<file path="src/rtl/serout_sequencer.sv">
`default_nettype none
// ============================================================================
//  Module      : serout_sequencer
//  Description : POKEY serial output sequencer. Frames each CPU-written byte
//                as start bit, eight data bits LSB first and stop bit, paced
//                by the selected audio timer underflow gated by the slow-clock
//                enable. Raises "serial output needed" and "transmission
//                finished" interrupt conditions.
//  Options     : SEROUT_TWO_TONE_EN - adds two-tone FSK output mode
//                (two_tone, tone1, tone2 inputs).
//  Revision    : 1.0 - initial release
// ============================================================================
module serout_sequencer (
   input  logic       clk,
   input  logic       reset,
   input  logic       enp,
   input  logic       bit_tick,
   input  logic       wr_serout,
   input  logic [7:0] din,
   input  logic       force_break,
`ifdef SEROUT_TWO_TONE_EN
   input  logic       two_tone,
   input  logic       tone1,
   input  logic       tone2,
`endif
   output logic       sod,
   output logic       irq_need,
   output logic       irq_done,
   output logic       busy
);

   typedef enum logic [1:0] {
      ST_IDLE  = 2'd0,
      ST_START = 2'd1,
      ST_DATA  = 2'd2,
      ST_STOP  = 2'd3
   } state_t;

   state_t      r_state;
   state_t      w_state_nxt;
   logic [7:0]  r_hold;
   logic        r_hold_full;
   logic [7:0]  r_sr;
   logic [7:0]  w_sr_nxt;
   logic [2:0]  r_cnt;
   logic [2:0]  w_cnt_nxt;
   logic        r_bit;
   logic        w_bit_nxt;
   logic        r_busy;
   logic        r_irq_need;
   logic        w_tick;
   logic        w_load;
   logic        w_framed;

   // A bit period only ends when the baud underflow coincides with the slow-clock enable
   assign w_tick = enp & bit_tick;

   // Next-state, shift/count update and the framed bit that the next state will present
   always_comb begin
      w_state_nxt = r_state;
      w_sr_nxt    = r_sr;
      w_cnt_nxt   = r_cnt;
      w_load      = 1'b0;
      w_bit_nxt   = 1'b1;
      if (w_tick) begin
         case (r_state)
            ST_IDLE: begin
               if (r_hold_full) begin
                  w_load      = 1'b1;
                  w_sr_nxt    = r_hold;
                  w_state_nxt = ST_START;
               end
            end
            ST_START: begin
               w_cnt_nxt   = 3'd0;
               w_state_nxt = ST_DATA;
            end
            ST_DATA: begin
               w_sr_nxt  = {1'b0, r_sr[7:1]};
               w_cnt_nxt = r_cnt + 3'd1;
               if (r_cnt == 3'd7) begin
                  w_state_nxt = ST_STOP;
               end
            end
            ST_STOP: begin
               // Back-to-back frames skip the idle bit entirely
               if (r_hold_full) begin
                  w_load      = 1'b1;
                  w_sr_nxt    = r_hold;
                  w_state_nxt = ST_START;
               end else begin
                  w_state_nxt = ST_IDLE;
               end
            end
            default: w_state_nxt = ST_IDLE;
         endcase
      end
      case (w_state_nxt)
         ST_START: w_bit_nxt = 1'b0;
         ST_DATA:  w_bit_nxt = w_sr_nxt[0];
         default:  w_bit_nxt = 1'b1;
      endcase
   end

   // Sequencer registers: state, shift register, bit counter and registered outputs
   always_ff @(posedge clk) begin
      if (reset) begin
         r_state    <= ST_IDLE;
         r_sr       <= 8'h00;
         r_cnt      <= 3'd0;
         r_bit      <= 1'b1;
         r_busy     <= 1'b0;
         r_irq_need <= 1'b0;
      end else begin
         r_state    <= w_state_nxt;
         r_sr       <= w_sr_nxt;
         r_cnt      <= w_cnt_nxt;
         r_bit      <= w_bit_nxt;
         r_busy     <= (w_state_nxt != ST_IDLE);
         r_irq_need <= w_load;
      end
   end

   // Holding register: a CPU write wins over a same-cycle load, which already took the old byte
   always_ff @(posedge clk) begin
      if (reset) begin
         r_hold      <= 8'h00;
         r_hold_full <= 1'b0;
      end else if (wr_serout) begin
         r_hold      <= din;
         r_hold_full <= 1'b1;
      end else if (w_load) begin
         r_hold_full <= 1'b0;
      end
   end

`ifdef SEROUT_TWO_TONE_EN
   // In two-tone mode the framed bit selects between the two timer square waves
   assign w_framed = two_tone ? (r_bit ? tone1 : tone2) : r_bit;
`else
   assign w_framed = r_bit;
`endif

   // Break overrides everything while the sequencer keeps running underneath
   assign sod      = force_break ? 1'b0 : w_framed;
   assign busy     = r_busy;
   assign irq_need = r_irq_need;
   assign irq_done = (r_state == ST_IDLE) & ~r_hold_full;

endmodule
`default_nettype wire

</file>
<file path="config.mk">
export PLATFORM = sky130hd
export DESIGN_NAME = serout_sequencer
export DESIGN_NICKNAME = d
export VERILOG_FILES = /design/src/rtl/serout_sequencer.sv
export SDC_FILE = /design/constraint.sdc
export NUM_CORES = 1
export LEC_CHECK = 0
export BUFFER_PORTS_ARGS = -buffer_cell sky130_fd_sc_hd__buf_2
export CAP_MARGIN = 5
export CORE_MARGIN = 4
export CORE_UTILIZATION = 42
export CTS_BUF_LIST = sky130_fd_sc_hd__clkbuf_8
export DETAILED_ROUTE_END_ITERATION = 7
export HOLD_SLACK_MARGIN = 0.03
export PLACE_DENSITY_LB_ADDON = 0.1
export SYNTH_ARGS = -nofsm -noshare
export SYNTH_HDL_FRONTEND = slang
export SYNTH_SLANG_ARGS = --single-unit
</file>
<file path="constraint.sdc">
create_clock -name clk -period 1.7 [get_ports clk]
set_clock_uncertainty 0.1 [all_clocks]
set_input_delay 0.255 -clock clk [delete_from_list [all_inputs] [get_ports clk]]
set_output_delay 0.255 -clock clk [all_outputs]
set_load 0.03 [all_outputs]
</file>
## Yosys cells after proc, flatten, opt, wreduce, memory -nomap -nowiden

Cells that the tools add are included.

| cells by class | value |
|---|---|
| add/subtract/negate cells | 1 |
| reductions and logical operators | 8 |
| bitwise operators | 3 |
| multiplexer cells | 16 |
| equal/unequal tests | 7 |

Operators by type and width:

| operator | count |
|---|---|
| 8-bit one-hot mux with 2 select lines | 1 |
| 1-bit 2-to-1 mux | 8 |
| 8-bit 2-to-1 mux | 1 |
| 2-bit one-hot mux with 4 select lines | 1 |
| 2-bit nonzero test | 4 |
| 2-bit == test, second input constant | 3 |
| 2-bit 2-to-1 mux | 3 |
| 3-bit one-hot mux with 2 select lines | 1 |
| 2-bit by 1-bit == test with 1-bit output, second input constant | 2 |
| 3-bit by 1-bit adder with 3-bit output, second input constant | 1 |
| 3-bit == test, second input constant | 1 |
| 3-bit AND reduction | 1 |
| 1-bit AND | 2 |
| 2-bit logical NOT | 1 |
| 2-bit by 1-bit != test with 1-bit output, second input constant | 1 |
| 1-bit one-hot mux with 2 select lines | 1 |
| 2-bit AND reduction | 1 |
| 2-bit OR reduction | 1 |
| 1-bit NOT | 1 |

| storage, ports and cells | value |
|---|---|
| register bits | 25 |

## Longest topological paths before layout

| logic depth | value |
|---|---|
| depth in word-level cells | 6 |
| mapped depth | 7 |
| mapped depth without buffers | 6 |

## Worst setup path before layout

OpenSTA, ideal clock, no wires.

| path | value |
|---|---|
| kind | register to register |
| start | register r_state[0] |
| end | register r_sr[5] |
| period minus slack after synthesis | 1721 ps |
| library setup time | 128 ps |
| arrival time | 1493 ps |
| slack | -21 ps |
| cell stages (with the launch flop) | 8 |
| cells stage by stage | dfxtp_1 > inv_1 > ha_1 > buf_2 > nand2_1 > a21oi_4 > mux2i_1 > nor2_1 |

| between the ends | value |
|---|---|
| cells in the longest elaborated chain, start to end | 4 |

Ends and longest elaborated chain:

| item | RTL line | RTL |
|---|---|---|
| from (decl) | 39 | `state_t r_state;` |
| from (signal assigned) | 115 | `r_state <= w_state_nxt;` |
| 2-bit == test / 2-bit logical NOT (equally long branches) | 66 | `case (r_state)` |
| 2-bit OR reduction (no source line) | -- |  |
| 2-bit by 1-bit != test with 1-bit output (no source line) / 2-bit nonzero test (equally long branches) | -- |  |
| 3-bit AND reduction (no source line) | -- |  |
| to (signal assigned) | 116 | `r_sr <= w_sr_nxt;` |
| to (decl) | 43 | `logic [7:0] r_sr;` |

Several ways; a longest one is shown, not always the timed one.
A chain may end at the register's enable or synchronous reset.

## Worst setup path in the final report

| path | value |
|---|---|
| start | register r_state[0] |
| end | register r_bit |

| between the ends | value |
|---|---|
| cells in the longest elaborated chain, start to end | 5 |

Ends and longest elaborated chain:

| item | RTL line | RTL |
|---|---|---|
| 2-bit == test (tied with other cells) | 66 |  |
| 2-bit one-hot mux with 4 select lines / 2-bit OR reduction (equally long branches) | -- |  |
| 2-bit 2-to-1 mux / 8-bit one-hot mux with 2 select lines (equally long branches) | 65, 66 |  |
| 2-bit == test (tied with other cells) | 98 | `case (w_state_nxt)` |
| 1-bit one-hot mux with 2 select lines * | 98 |  |
| to (signal assigned) | 118 | `r_bit <= w_bit_nxt;` |
| to (decl) | 47 | `logic r_bit;` |

Every way passes the cells marked *; elsewhere a longest branch is shown, timed or not.

==> metrics.cfg <==
[run_status]
status=finished with violations
violations=setup timing

[timing]
hold_ws_ns=0.119
fin_setup_tns_ns=-0.0149
grt_setup_unrepaired=yes
worst_slew_pin_slew_ns=0.435
hold_viol=0
finalSetupViolCount=1
finalCritPeriodShare_pct=101
layout_min_cycle_time_ns=1.71
fmax_ghz=0.583
worst_slack_ns=-0.0149
drv_slew=0
maxSlewHeadroom_pct=71.0

[layout]
drive_above_1_share_pct=30.8
final_util_pct=58.3
syn_to_final_growth_pct=27.5
antenna_cells=0
layout.cells.non_filler=186
fin_area_mm2=0.00151
nets=178

[global_routing]
grtUsageTotal_pct=14.9
grt_pass1_vias=924
grt.overflow.total=0
antenna_found_initial=0
grt_max_degree=26
grt_pass1_wl_um=4050

[worst_setup_path]
arrival_ns=1.82
required_ns=1.80
crit_family=simple AND/OR/NAND/NOR gates
crit_buf_inv=1
rrSetupSlack_ns=-0.01
reg2regPathDepth=6
crit_chain=buf_6, ha_4, o21a_1, or4_4, and4_4, a31oi_4
cp_slowest_cell=or4_4
worst_setup_path_start_kind=flip-flop
endpoint_kind=flip-flop
max_stage_delay_ns=0.43
r2r-end=r_bit
cp_max_fo=3
timing.rr.start=r_state[0]
critical_path_class=flip-flop to flip-flop

[placement]
post-dp-hpwl_um=1820
numPortBuffers=17
placedCellCount=181
dpl_cell_area_mm2=0.00136
place_worst_setup_slack_ns=-0.0910
routabilityCongestion=0.817

[die]
die_y_um=61.1
start_util_pct=45.7
coreArea_mm2=0.00259
design.die.area_mm2=0.00373
pin_count=18
num_rows=18
chipWidth_um=61.1

[synthesis]
syn_avg_cell_area_um2=9.04
synth_flop_cell=dfxtp_1
synth_area_mm2=0.00118
synth_top_area_share_pct=42.3
synth.largest_area_cell=dfxtp_1
synth_fp_nets=152
synthTopCellsByArea=dfxtp_1, mux2i_1, ha_1, nor2_1, a21oi_1
ys_async_sr_fraction_pct=0
synth.most_common_cell=dfxtp_1
synth_top_cells_by_count=dfxtp_1, nor2_1, mux2i_1
synthCells=131
ys_ff_latch=25
synth_seq_area_share_pct=42.3
synth_warnings=0
synth_edf_count=0
ys_types=26

[routing]
drt-vias-per-instance=5.17
drt_iter0_markers=23
firstDrtPassIters=4
drc_errors=0
drt-total-wl_um=2500
wl_per_cell_um=13.4
num_vias=962
ant_nets=0

[power_and_ir_drop]
p_int_mw=0.831
p_per_area_mw_per_mm2=727
power_frac_comb_pct=13.1
swShare_pct=24.3
power.clock.fraction_pct=30.8
vdd_drop_max_uv=497
leakagePower_nw=0.630
p_seq_share_pct=56.2
p_total_mw=1.10
p_sw_mw=0.266

[min_path]
holdCritPathClass=input pin to flip-flop
whs_path_depth=3
min_to=r_hold[4]
worstHoldStart=din[4]

[clocking]
numCtsBuffers=3
path_clk_slew_ns=0.08
clk_latency_ns=0.27
cts_tree=done
cts_max_level=1
clock_path_buffers=2
cts_sinks=25
clockRootBuffer=clkbuf_8

[job]
cap_violations=0

==> worst min-delay path, cell delays in order <==
cell and delay (ns):
buf_2 0.07, mux2i_1 0.05, nor2_1 0.07
==> cell type report <==
cell class	instances	area [um2]
Clock inverter	1	3.75
Multi-Input combinational cell	94	711
Tap cell	30	37.5
Timing Repair Buffer	29	195
Inverter	4	17.5
Fill cell	236	1080
Sequential cell	25	503
Clock buffer	3	41.3
==> metal layers <==
metal | wire length [um] | up-vias | global-route usage [%]
li1 | - | 495 | -
met1 | 1090 | 454 | 18.6
met2 | 1290 | 9 | 24.8
met3 | 77 | 4 | 2.52
met4 | 45 | 0 | 7.43
met5 | 0 | - | 0
==> placed cells by master, fill, tap and decap left out, drive strengths merged, types with 2 or more instances in the layout <==
cell	instances
buf	29
dfxtp	25
nor2	19
mux2i	17
nand2	13
a21oi	13
nand3b	7
ha	7
inv	5
nand3	4
clkbuf	3
nor2b	2
o21ai	2
==> power by group through the flow <==
stage	Clock [mW]	Sequential, mW	Combinational, mW
2_1_floorplan	0	0.626	0.0859
3_3_place_gp	0	0.628	0.127
3_5_place_dp	0	0.629	0.130
4_1_cts	0.356	0.616	0.138
5_1_grt	0.364	0.619	0.156
6_report	0.338	0.616	0.143
==> logic make-up after synthesis <==
group | count (synthesis) | synth area share [%]
muxes | 17 | 14.4
adders and majority gates | 7 | 7.40
DFF | 25 | 42.3
and+or+nand+nor | 51 | 21.6
buffers and inverters | 12 | 4.02
AOI/OAI and AO/OA | 19 | 10.4
==> repair_timing <==
action	CTS	global route
setup endpoints to repair	9	9
resized for setup	7	8
buffers inserted	1	0
hold buffers	0	0
pin swaps	2	3
==> worst max-delay path by stage <==
stage	cells after the start	from	slack [ns]	endpoint
3_3_place_gp	6	r_state[0]	-0.05	r_sr[6]
2_1_floorplan	6	r_state[1]	0.04	r_bit
4_1_cts	7	r_state[0]	0.007	r_sr[5]
5_1_grt	6	r_state[0]	-0.05	r_bit
3_5_place_dp	6	r_state[0]	-0.09	r_sr[5]
6_report	6	r_state[0]	-0.01	r_bit
==> sequential cells by signal, indices dropped and copies added, names as in the netlist <==
register	count
busy	1
irq_need	1
r_bit	1
r_cnt	3
r_hold	8
r_hold_full	1
r_sr	8
r_state	2
Power figures use the tool's default switching activity.
